<file path="src/rtl/sha256_block_driver.sv">
// SHA-256 block driver: pads a word stream into 512-bit blocks, sequences the compression core and returns the digest.
// Build option SHA256_DRIVER_CUSTOM_IV_EN adds iv_in, used instead of the standard IV as the starting chain value.
module sha256_block_driver #(
    parameter int unsigned MAX_WORDS = 255,
    parameter int unsigned LEN_W     = 16
) (
    input  logic             clk,
    input  logic             reset,
    input  logic             start,
    input  logic [LEN_W-1:0] msg_words,
    input  logic             in_valid,
    input  logic [31:0]      in_data,
    output logic             in_ready,
    output logic             core_start,
    output logic [511:0]     core_msg,
    output logic [255:0]     core_h_in,
    input  logic             core_done,
    input  logic [255:0]     core_h_out,
    output logic             busy,
    output logic             done,
    output logic [255:0]     digest,
`ifdef SHA256_DRIVER_CUSTOM_IV_EN
    input  logic [255:0]     iv_in,
`endif
    output logic             err
);

    localparam int unsigned MAX_BLOCKS = (MAX_WORDS + 2) / 16 + 1;
    localparam int unsigned G_W        = $clog2(MAX_BLOCKS * 16 + 1);
    localparam int unsigned B_W        = $clog2(MAX_BLOCKS + 1);
    localparam logic [31:0]  PAD_WORD  = 32'h8000_0000;
    localparam logic [255:0] STD_IV    =
        256'h6a09e667_bb67ae85_3c6ef372_a54ff53a_510e527f_9b05688c_1f83d9ab_5be0cd19;

    typedef enum logic [2:0] {
        ST_IDLE,
        ST_LOAD,
        ST_ISSUE,
        ST_WAIT,
        ST_DONE
    } state_e;

    state_e            state_q, state_d;
    logic [LEN_W-1:0]  n_q, n_d;
    logic [G_W-1:0]    g_q, g_d;
    logic [B_W-1:0]    blk_q, blk_d;
    logic [B_W-1:0]    nblk_q, nblk_d;
    logic [15:0][31:0] blk_buf_q, blk_buf_d;
    logic [255:0]      chain_q, chain_d;
    logic [255:0]      digest_q, digest_d;
    logic              in_ready_q, in_ready_d;
    logic              core_start_q, core_start_d;
    logic              busy_q, busy_d;
    logic              done_q, done_d;
    logic              err_q, err_d;

    logic [3:0]        slot;
    logic              last_blk;
    logic [31:0]       len_word;
    logic              adv;

    // Blocks are 16-word aligned in the padded stream, so the slot is the low nibble of g.
    assign slot     = g_q[3:0];
    assign last_blk = (blk_q + B_W'(1)) == nblk_q;
    assign len_word = 32'(n_q) << 5;

    always_comb begin
        state_d   = state_q;
        n_d       = n_q;
        g_d       = g_q;
        blk_d     = blk_q;
        nblk_d    = nblk_q;
        blk_buf_d = blk_buf_q;
        chain_d   = chain_q;
        digest_d  = digest_q;
        err_d     = 1'b0;
        adv       = 1'b0;

        case (state_q)
            ST_IDLE: begin
                if (start) begin
                    if (32'(msg_words) > MAX_WORDS) begin
                        err_d = 1'b1;
                    end else begin
                        n_d       = msg_words;
                        nblk_d    = B_W'(((32'(msg_words) + 32'd2) >> 4) + 32'd1);
                        g_d       = '0;
                        blk_d     = '0;
                        blk_buf_d = '0;
`ifdef SHA256_DRIVER_CUSTOM_IV_EN
                        chain_d   = iv_in;
`else
                        chain_d   = STD_IV;
`endif
                        state_d   = ST_LOAD;
                    end
                end
            end
            ST_LOAD: begin
                if (32'(g_q) < 32'(n_q)) begin
                    if (in_valid && in_ready_q) begin
                        blk_buf_d[4'd15 - slot] = in_data;
                        adv = 1'b1;
                    end
                end else if (32'(g_q) == 32'(n_q)) begin
                    blk_buf_d[4'd15 - slot] = PAD_WORD;
                    adv = 1'b1;
                end else begin
                    // Slot 14 of the last block is the zero upper length word.
                    blk_buf_d[4'd15 - slot] = (last_blk && slot == 4'd15) ? len_word : 32'h0;
                    adv = 1'b1;
                end
                if (adv) begin
                    g_d = g_q + G_W'(1);
                    if (slot == 4'd15) begin
                        state_d = ST_ISSUE;
                    end
                end
            end
            ST_ISSUE: begin
                state_d = ST_WAIT;
            end
            ST_WAIT: begin
                if (core_done) begin
                    chain_d = core_h_out;
                    blk_d   = blk_q + B_W'(1);
                    if (!last_blk) begin
                        blk_buf_d = '0;
                        state_d   = ST_LOAD;
                    end else begin
                        digest_d = core_h_out;
                        state_d  = ST_DONE;
                    end
                end
            end
            ST_DONE: begin
                state_d = ST_IDLE;
            end
            default: begin
                state_d = ST_IDLE;
            end
        endcase

        // Registered handshakes are derived from the upcoming state.
        in_ready_d   = (state_d == ST_LOAD) && (32'(g_d) < 32'(n_d));
        core_start_d = (state_d == ST_ISSUE);
        busy_d       = (state_d == ST_LOAD) || (state_d == ST_ISSUE) || (state_d == ST_WAIT);
        done_d       = (state_d == ST_DONE);
    end

    always_ff @(posedge clk) begin
        if (reset) begin
            state_q      <= ST_IDLE;
            n_q          <= '0;
            g_q          <= '0;
            blk_q        <= '0;
            nblk_q       <= '0;
            blk_buf_q    <= '0;
            chain_q      <= '0;
            digest_q     <= '0;
            in_ready_q   <= 1'b0;
            core_start_q <= 1'b0;
            busy_q       <= 1'b0;
            done_q       <= 1'b0;
            err_q        <= 1'b0;
        end else begin
            state_q      <= state_d;
            n_q          <= n_d;
            g_q          <= g_d;
            blk_q        <= blk_d;
            nblk_q       <= nblk_d;
            blk_buf_q    <= blk_buf_d;
            chain_q      <= chain_d;
            digest_q     <= digest_d;
            in_ready_q   <= in_ready_d;
            core_start_q <= core_start_d;
            busy_q       <= busy_d;
            done_q       <= done_d;
            err_q        <= err_d;
        end
    end

    assign in_ready   = in_ready_q;
    assign core_start = core_start_q;
    assign core_msg   = blk_buf_q;
    assign core_h_in  = chain_q;
    assign busy       = busy_q;
    assign done       = done_q;
    assign digest     = digest_q;
    assign err        = err_q;

endmodule

</file>
<file path="config.mk">
export PLATFORM = sky130hd
export DESIGN_NAME = sha256_block_driver
export DESIGN_NICKNAME = d
export VERILOG_FILES = /design/src/rtl/sha256_block_driver.sv
export SDC_FILE = /design/constraint.sdc
export NUM_CORES = 2
export LEC_CHECK = 0
export CAP_MARGIN = 0
export CORE_AREA = 2 2 517 519
export CTS_BUF_LIST = sky130_fd_sc_hd__clkbuf_2 sky130_fd_sc_hd__clkbuf_4 sky130_fd_sc_hd__clkbuf_8
export CTS_CLUSTER_DIAMETER = 100
export DETAILED_ROUTE_END_ITERATION = 8
export DIE_AREA = 0 0 519 521
export GPL_ROUTABILITY_DRIVEN = 0
export SLEW_MARGIN = 25
export SYNTH_ARGS = -nofsm -noshare
export SYNTH_HDL_FRONTEND = slang
export SYNTH_SLANG_ARGS = --single-unit
</file>
<file path="constraint.sdc">
create_clock -name clk -period 5.4 [get_ports clk]
set_clock_uncertainty 0.05 [all_clocks]
set_input_delay 0.54 -clock clk [delete_from_list [all_inputs] [get_ports clk]]
set_output_delay 0.54 -clock clk [all_outputs]
set_load 0.005 [all_outputs]
</file>
### Word level (Yosys, flattened, before mapping)

Cells that the tools add are included.

| storage, ports and cells | value |
|---|---|
| bits in registers | 1067 |
| input bits | 309 |
| output and inout bits | 1029 |
| logic and storage cells | 112 |

| cells by class | value |
|---|---|
| add/subtract/negate cells | 5 |
| $lt $le $gt $ge | 5 |
| equality and inequality tests | 15 |
| muxes and demuxes | 39 |
| bitwise gates (word level) | 6 |
| reduce and logical (&&, ||, !) cells | 14 |

Operators by type and width:

| kind | number |
|---|---|
| 512-bit 2-to-1 mux | 7 |
| 512-bit case mux with 3 select lines | 1 |
| 512-bit bitwise mux | 2 |
| 256-bit 2-to-1 mux | 3 |
| 256-bit case mux with 2 select lines | 1 |
| 496-bit AND | 1 |
| 496-bit inverter | 1 |
| 32-bit demux with 4-bit select | 1 |
| 16-bit 2-to-1 mux | 3 |
| 9-bit by 16-bit less-than comparator with 1-bit output | 2 |
| 32-bit 2-to-1 mux | 1 |
| 9-bit 2-to-1 mux | 3 |
| 21-bit 2-to-1 mux | 1 |
| 3-bit 2-to-1 mux | 6 |
| 9-bit case mux with 2 select lines | 1 |
| 9-bit by 16-bit equality test with 1-bit output | 1 |
| 16-bit by 8-bit > comparator with 1-bit output (second input constant) | 1 |
| 16-bit bitwise OR | 1 |
| 5-bit 2-to-1 mux | 3 |
| 3-bit by 2-bit equality test with 1-bit output (second input constant) | 4 |
| 3-bit case mux with 4 select lines | 1 |
| 5-bit by 1-bit adder with 5-bit output (second input constant) | 2 |
| 5-bit case mux with 2 select lines | 1 |
| 9-bit by 1-bit adder with 9-bit output (second input constant) | 1 |
| other kinds (21) | 35 |

### Depth between registers and ports, before layout

| logic depth | value |
|---|---|
| depth after elaboration | 10 |
| depth in mapped cells | 17 |
| mapped depth without buffers | 16 |

### Least setup slack after synthesis

OpenSTA, ideal clock, no wires.

| path | value |
|---|---|
| path kind | in2reg |
| start point | input port msg_words[10] |
| end point | register in_ready_q (netlist: in_ready) |
| library setup time | 0.078 ns |
| arrival time | 3.363 ns |
| required time | 5.272 ns |
| slack | 1.909 ns |
| stages | 12 |
| path buffers | 2 |
| cell sequence | nor4_1 and2_1 and3_1 clkbuf_1 buf_1 mux2i_1 ha_1 a211o_1 or3_1 a211oi_1 nor3_1 nor3_1 |

| on the way | value |
|---|---|
| cells in the longest elaborated chain, start to end | 6 |
| elaborated cells on any way between the ends | 13 |
| classes of those cells | order compare (2); eq/ne (1); mux (9); reduce/logical (1) |

Ends and longest elaborated chain:

| element | RTL line | source |
|---|---|---|
| from (decl) | 10 | `input logic [LEN_W-1:0] msg_words,` |
| 16-bit by 8-bit > comparator with 1-bit output | 82 | `if (32'(msg_words) > MAX_WORDS) begin` |
| 9-bit 2-to-1 mux (tied with other cells) | 82 |  |
| 9-bit 2-to-1 mux (tied with other cells) | 81 | `if (start) begin` |
| 9-bit case mux with 2 select lines (tied with other cells) | 79 | `case (state_q)` |
| 9-bit by 16-bit less-than comparator with 1-bit output / 3-bit by 1-bit equality test with 1-bit output (equally long branches) | 145 | `in_ready_d = (state_d == ST_LOAD) && (32'(g_d) < 32'(n_d));` |
| 1-bit logical AND * | 145 |  |
| to (signal assigned) | 175 | `in_ready_q <= in_ready_d;` |
| to (decl) | 51 | `logic in_ready_q, in_ready_d;` |

Every way passes the cells marked *; elsewhere a longest branch is shown, timed or not.
A chain may end at the register's enable or synchronous reset.

### Final worst setup path

| path | value |
|---|---|
| start point | register g_q[3] |
| end point | register blk_buf_q (netlist bit core_msg[381]) |

| on the way | value |
|---|---|
| cells in the longest elaborated chain, start to end | 10 |
| elaborated cells on any way between the ends | 18 |
| classes of those cells | add/sub (1); order compare (3); eq/ne (2); mux (8); bitwise (2); reduce/logical (2) |

Ends and longest elaborated chain:

| element | RTL line | source |
|---|---|---|
| from (decl) | 45 | `logic [G_W-1:0] g_q, g_d;` |
| from (signal assigned) | 169 | `g_q <= g_d;` |
| 4-bit subtractor | 102, 106, 110 |  |
| 4-bit by 5-bit less-than comparator with 1-bit output (not written as such) / 4-bit by 1-bit >= comparator with 1-bit output (equally long branches) | 102, 106, 110 |  |
| 1-bit logical AND | 102, 106, 110 |  |
| 32-bit 2-to-1 mux | 102, 106, 110 |  |
| 32-bit demux with 4-bit select | 102, 106, 110 |  |
| 496-bit inverter (no source line) | n/a |  |
| 496-bit AND (no source line) | n/a |  |
| 512-bit 2-to-1 mux | 105 | `end else if (32'(g_q) == 32'(n_q)) begin` |
| 512-bit 2-to-1 mux | 100 | `if (32'(g_q) < 32'(n_q)) begin` |
| 512-bit case mux with 3 select lines | 79 |  |
| to (signal assigned) | 172 | `blk_buf_q <= blk_buf_d;` |
| to (decl) | 48 | `logic [15:0][31:0] blk_buf_q, blk_buf_d;` |

Several ways; a longest one is shown, not always the timed one. The select of a mux whose other input is x is not followed.

==> flow_metrics.py <==
metrics = {
    "outcome": {
        "status": "complete, no violations",
    },
    "grt": {
        "track_usage_pct": 16.9,
        "antenna_found_initial": 81,
        "overflow": 0,
        "grt_pass1_wl_mm": 321,
        "grt_pass1_vias": 37400,
        "grt_max_degree": 181,
    },
    "sta": {
        "slew_violations": 0,
        "setup-violations-final": 0,
        "timing.final.crit_period_ns": 4.14,
        "rsz0062_at_grt": "no",
        "slew_headroom_pct": 20.7,
        "worst-slew-pin-transition_ns": 1.19,
        "fin_setup_tns_ns": 0,
        "min_period_over_period_pct": 76.7,
        "max_freq_mhz": 241,
        "hold_viol_final": 0,
    },
    "yosys": {
        "synth-compound-area-share_pct": 20.0,
        "synthTopCellsByCount": "dfxtp_1 (1,067), nand2_1 (567), nor2_1 (510), a21oi_1 (313), clkbuf_1 (274)",
        "netlist_top_cells_area": "dfxtp_1 (55%), nand2_1 (5.5%), a22o_1 (5.0%)",
        "synth_top_area_share_pct": 55.3,
        "yosysSeqAreaShare_pct": 55.3,
        "syn_inst": 4178,
        "synth.cell_area_sq_mm": 0.0386,
        "synth_ff_type": "dfxtp_1",
        "synth_xor_area_share_pct": 0.227,
        "synthAdderAreaFrac_pct": 0.772,
        "synth-edff-count": 0,
        "synth_top_area_cell": "dfxtp_1",
        "synth_seq_cells": 1067,
        "avgSynthCellArea_sq_um": 9.24,
        "syn_nets": 4510,
        "synth_top_family_by_area": "compound AO/OA/AOI/OAI gates",
        "yosysMostFrequentCell": "dfxtp_1",
        "synth_warnings": 0,
        "synth-simple-area-share_pct": 18.2,
        "ys_types": 64,
        "async_flop_share_pct": 0,
        "synth.area.mux_share_pct": 0.733,
    },
    "routing": {
        "via_per_inst": 4.33,
        "drt-wirelength-per-cell_microns": 26.5,
        "ant_nets": 0,
        "routed_wl_mm": 243,
        "drc": 0,
        "vias": 39600,
        "first_pass_iters": 6,
        "drt-initial-drc-count": 3967,
    },
    "floorplanning": {
        "fp.dieW_microns": 519,
        "rows": 189,
        "core-area_sq_mm": 0.264,
        "die_h_microns": 521,
        "ios": 1338,
        "die_area_sq_mm": 0.270,
        "start_util_pct": 14.6,
    },
    "setup_path": {
        "start_kind": "flip-flop",
        "cp_max_fo": 36,
        "critPathCaptureType": "flip-flop",
        "arrival_ns": 4.93,
        "setup.worst_path.start": "g_q[3]",
        "rr_startpoint": "g_q[3]",
        "worstSetupPathType": "reg -> reg",
        "cp.required_ns": 6.19,
    },
    "clock_network": {
        "cts_setup_buffers": 0,
        "clk_path_buf_depth": 4,
        "htree_levels": 4,
        "clock_sinks": 1067,
        "root_buffer": "clkbuf_8",
        "cts_buffers": 195,
        "tritoncts": "done",
        "cts_resized": 0,
        "clk_latency_ns": 0.90,
        "clk_pin_slew_ns": 0.06,
    },
    "flow_run": {
        "cap_violations": 0,
    },
    "min_path": {
        "hp-start": "core_h_out[244]",
        "hp-class": "in -> reg",
    },
    "layout": {
        "drive_above_1_share_pct": 12.9,
        "regArea_sq_mm": 0.0214,
        "finalNetCount": 5755,
        "multiInputGateArea_sq_mm": 0.0156,
        "n_fill_cell": 28800,
        "syn_to_final_growth_pct": 56.4,
    },
    "power_and_ir_drop": {
        "powerDensity_mw_per_mm2": 288,
        "ir_drop_mv": 0.190,
        "totalPowerFinal_w": 0.0174,
        "power_leakage_nw": 20.5,
    },
    "place": {
        "port_buffers": 1337,
        "place_hpwl_mm": 190,
    },
}
cell type report:
type                       count  area share [%]
sequential                  1067            35.4
multi-input combinational   2680            25.9
timing repair buffer        1455            23.9
tap                         3533            7.32
clock buffer                 300            6.23
clock inverter                50            1.02
antenna                       39           0.162
inverter                      24           0.149
registers in the layout (all words and copies together), names as in the netlist:
signal	flops
core_msg	512
g_q	9
done	1
blk_q	5
in_ready	1
digest	256
n_q	16
err	1
busy	1
state_q	3
nblk_q	5
core_start	1
core_h_in	256
critical path, cell delays in order, from the launching register on:
cell	delay, ns
dfxtp_1	0.64
ha_1	0.34
nand2_1	0.10
o21bai_1	0.11
a21o_1	0.30
a21o_2	0.74
nand3_4	0.51
buf_4	0.43
nor3_2	0.63
a32o_1	0.21
worst paths after layout:
kind / cells past startpoint / endpoint / slack (ns)
setup / recovery: 9 / core_msg[381] / 1.26
setup reg to reg: 9 / core_msg[381] / 1.26
hold / removal: 3 / digest[244] / 0.14
hold reg to reg: 2 / digest[35] / 0.40
per-layer routing:
metal | GRT usage (%) | vias up | wire length, microns
met3 | 7.15 | 510 | 28700
met4 | 8.67 | 30 | 13800
met2 | 25.8 | 2274 | 104000
met5 | 0 | - | 215
li1 | - | 17400 | -
met1 | 20.2 | 19400 | 95900
where the power goes:
part / total, W / switching (W) / leakage (nW) / internal [W]
registers: 0.00788 / 0.00000171 / 8.59 / 0.00788
logic: 0.000715 / 0.000459 / 9.62 / 0.000255
clock network: 0.00877 / 0.00386 / 2.30 / 0.00491
total: 0.0174 / 0.00432 / 20.5 / 0.0130
through the flow:
stage	utilization, %	instances	hold WS, ns	area [sq um]	worst slack, ns
finish	22.8	9148	0.142	60400	1.26
global route	22.8	9130	0.0537	60300	1.10
CTS	22.8	9109	0.00771	60300	1.38
detailed placement	21.1	8757	0.387	55900	0.932
global placement	21.1	8757	0.383	55800	0.835
floorplan	-	4178	0.370	38600	1.91
cells by family after synthesis:
| kind of cell | after synthesis |
|---|---|
| adder cells (fa/ha/maj) | 24 |
| XOR/XNOR | 10 |
| AO/OA/AOI/OAI | 1052 |
| AND/OR/NAND/NOR | 1568 |
| flip-flops | 1067 |
| buffers and inverters | 431 |
| multiplexers | 26 |
layout by cell type (no fill, tap or decap), types with 20 or more instances in the layout:
| master | netlist | layout |
|---|---|---|
| a211oi_1 | 20 | 20 |
| a21oi_1 | 313 | 302 |
| a22o_1 | 221 | 221 |
| a22oi_1 | 148 | 148 |
| a31o_1 | 26 | 26 |
| a31o_2 | 154 | 154 |
| a32o_1 | 58 | 58 |
| and3_1 | 21 | 21 |
| buf_4 | 6 | 103 |
| clkbuf_4 | 0 | 59 |
| clkbuf_8 | 0 | 241 |
| clkdlybuf4s50_1 | 0 | 1330 |
| dfxtp_1 | 1067 | 1067 |
| diode_2 | 0 | 39 |
| ha_1 | 23 | 23 |
| inv_1 | 24 | 24 |
| nand2_1 | 567 | 563 |
| nand2b_1 | 22 | 20 |
| nor2_1 | 510 | 508 |
| nor2b_1 | 30 | 28 |
| nor3_1 | 165 | 163 |
| nor4_1 | 183 | 181 |
| o21ai_0 | 35 | 35 |
timing repair:
item,4_1_cts,5_1_grt
endpoints found under the setup margin,0,0
endpoints found under the hold margin,20,0
hold buffers,2,0
(Power assumes the default switching activity.)
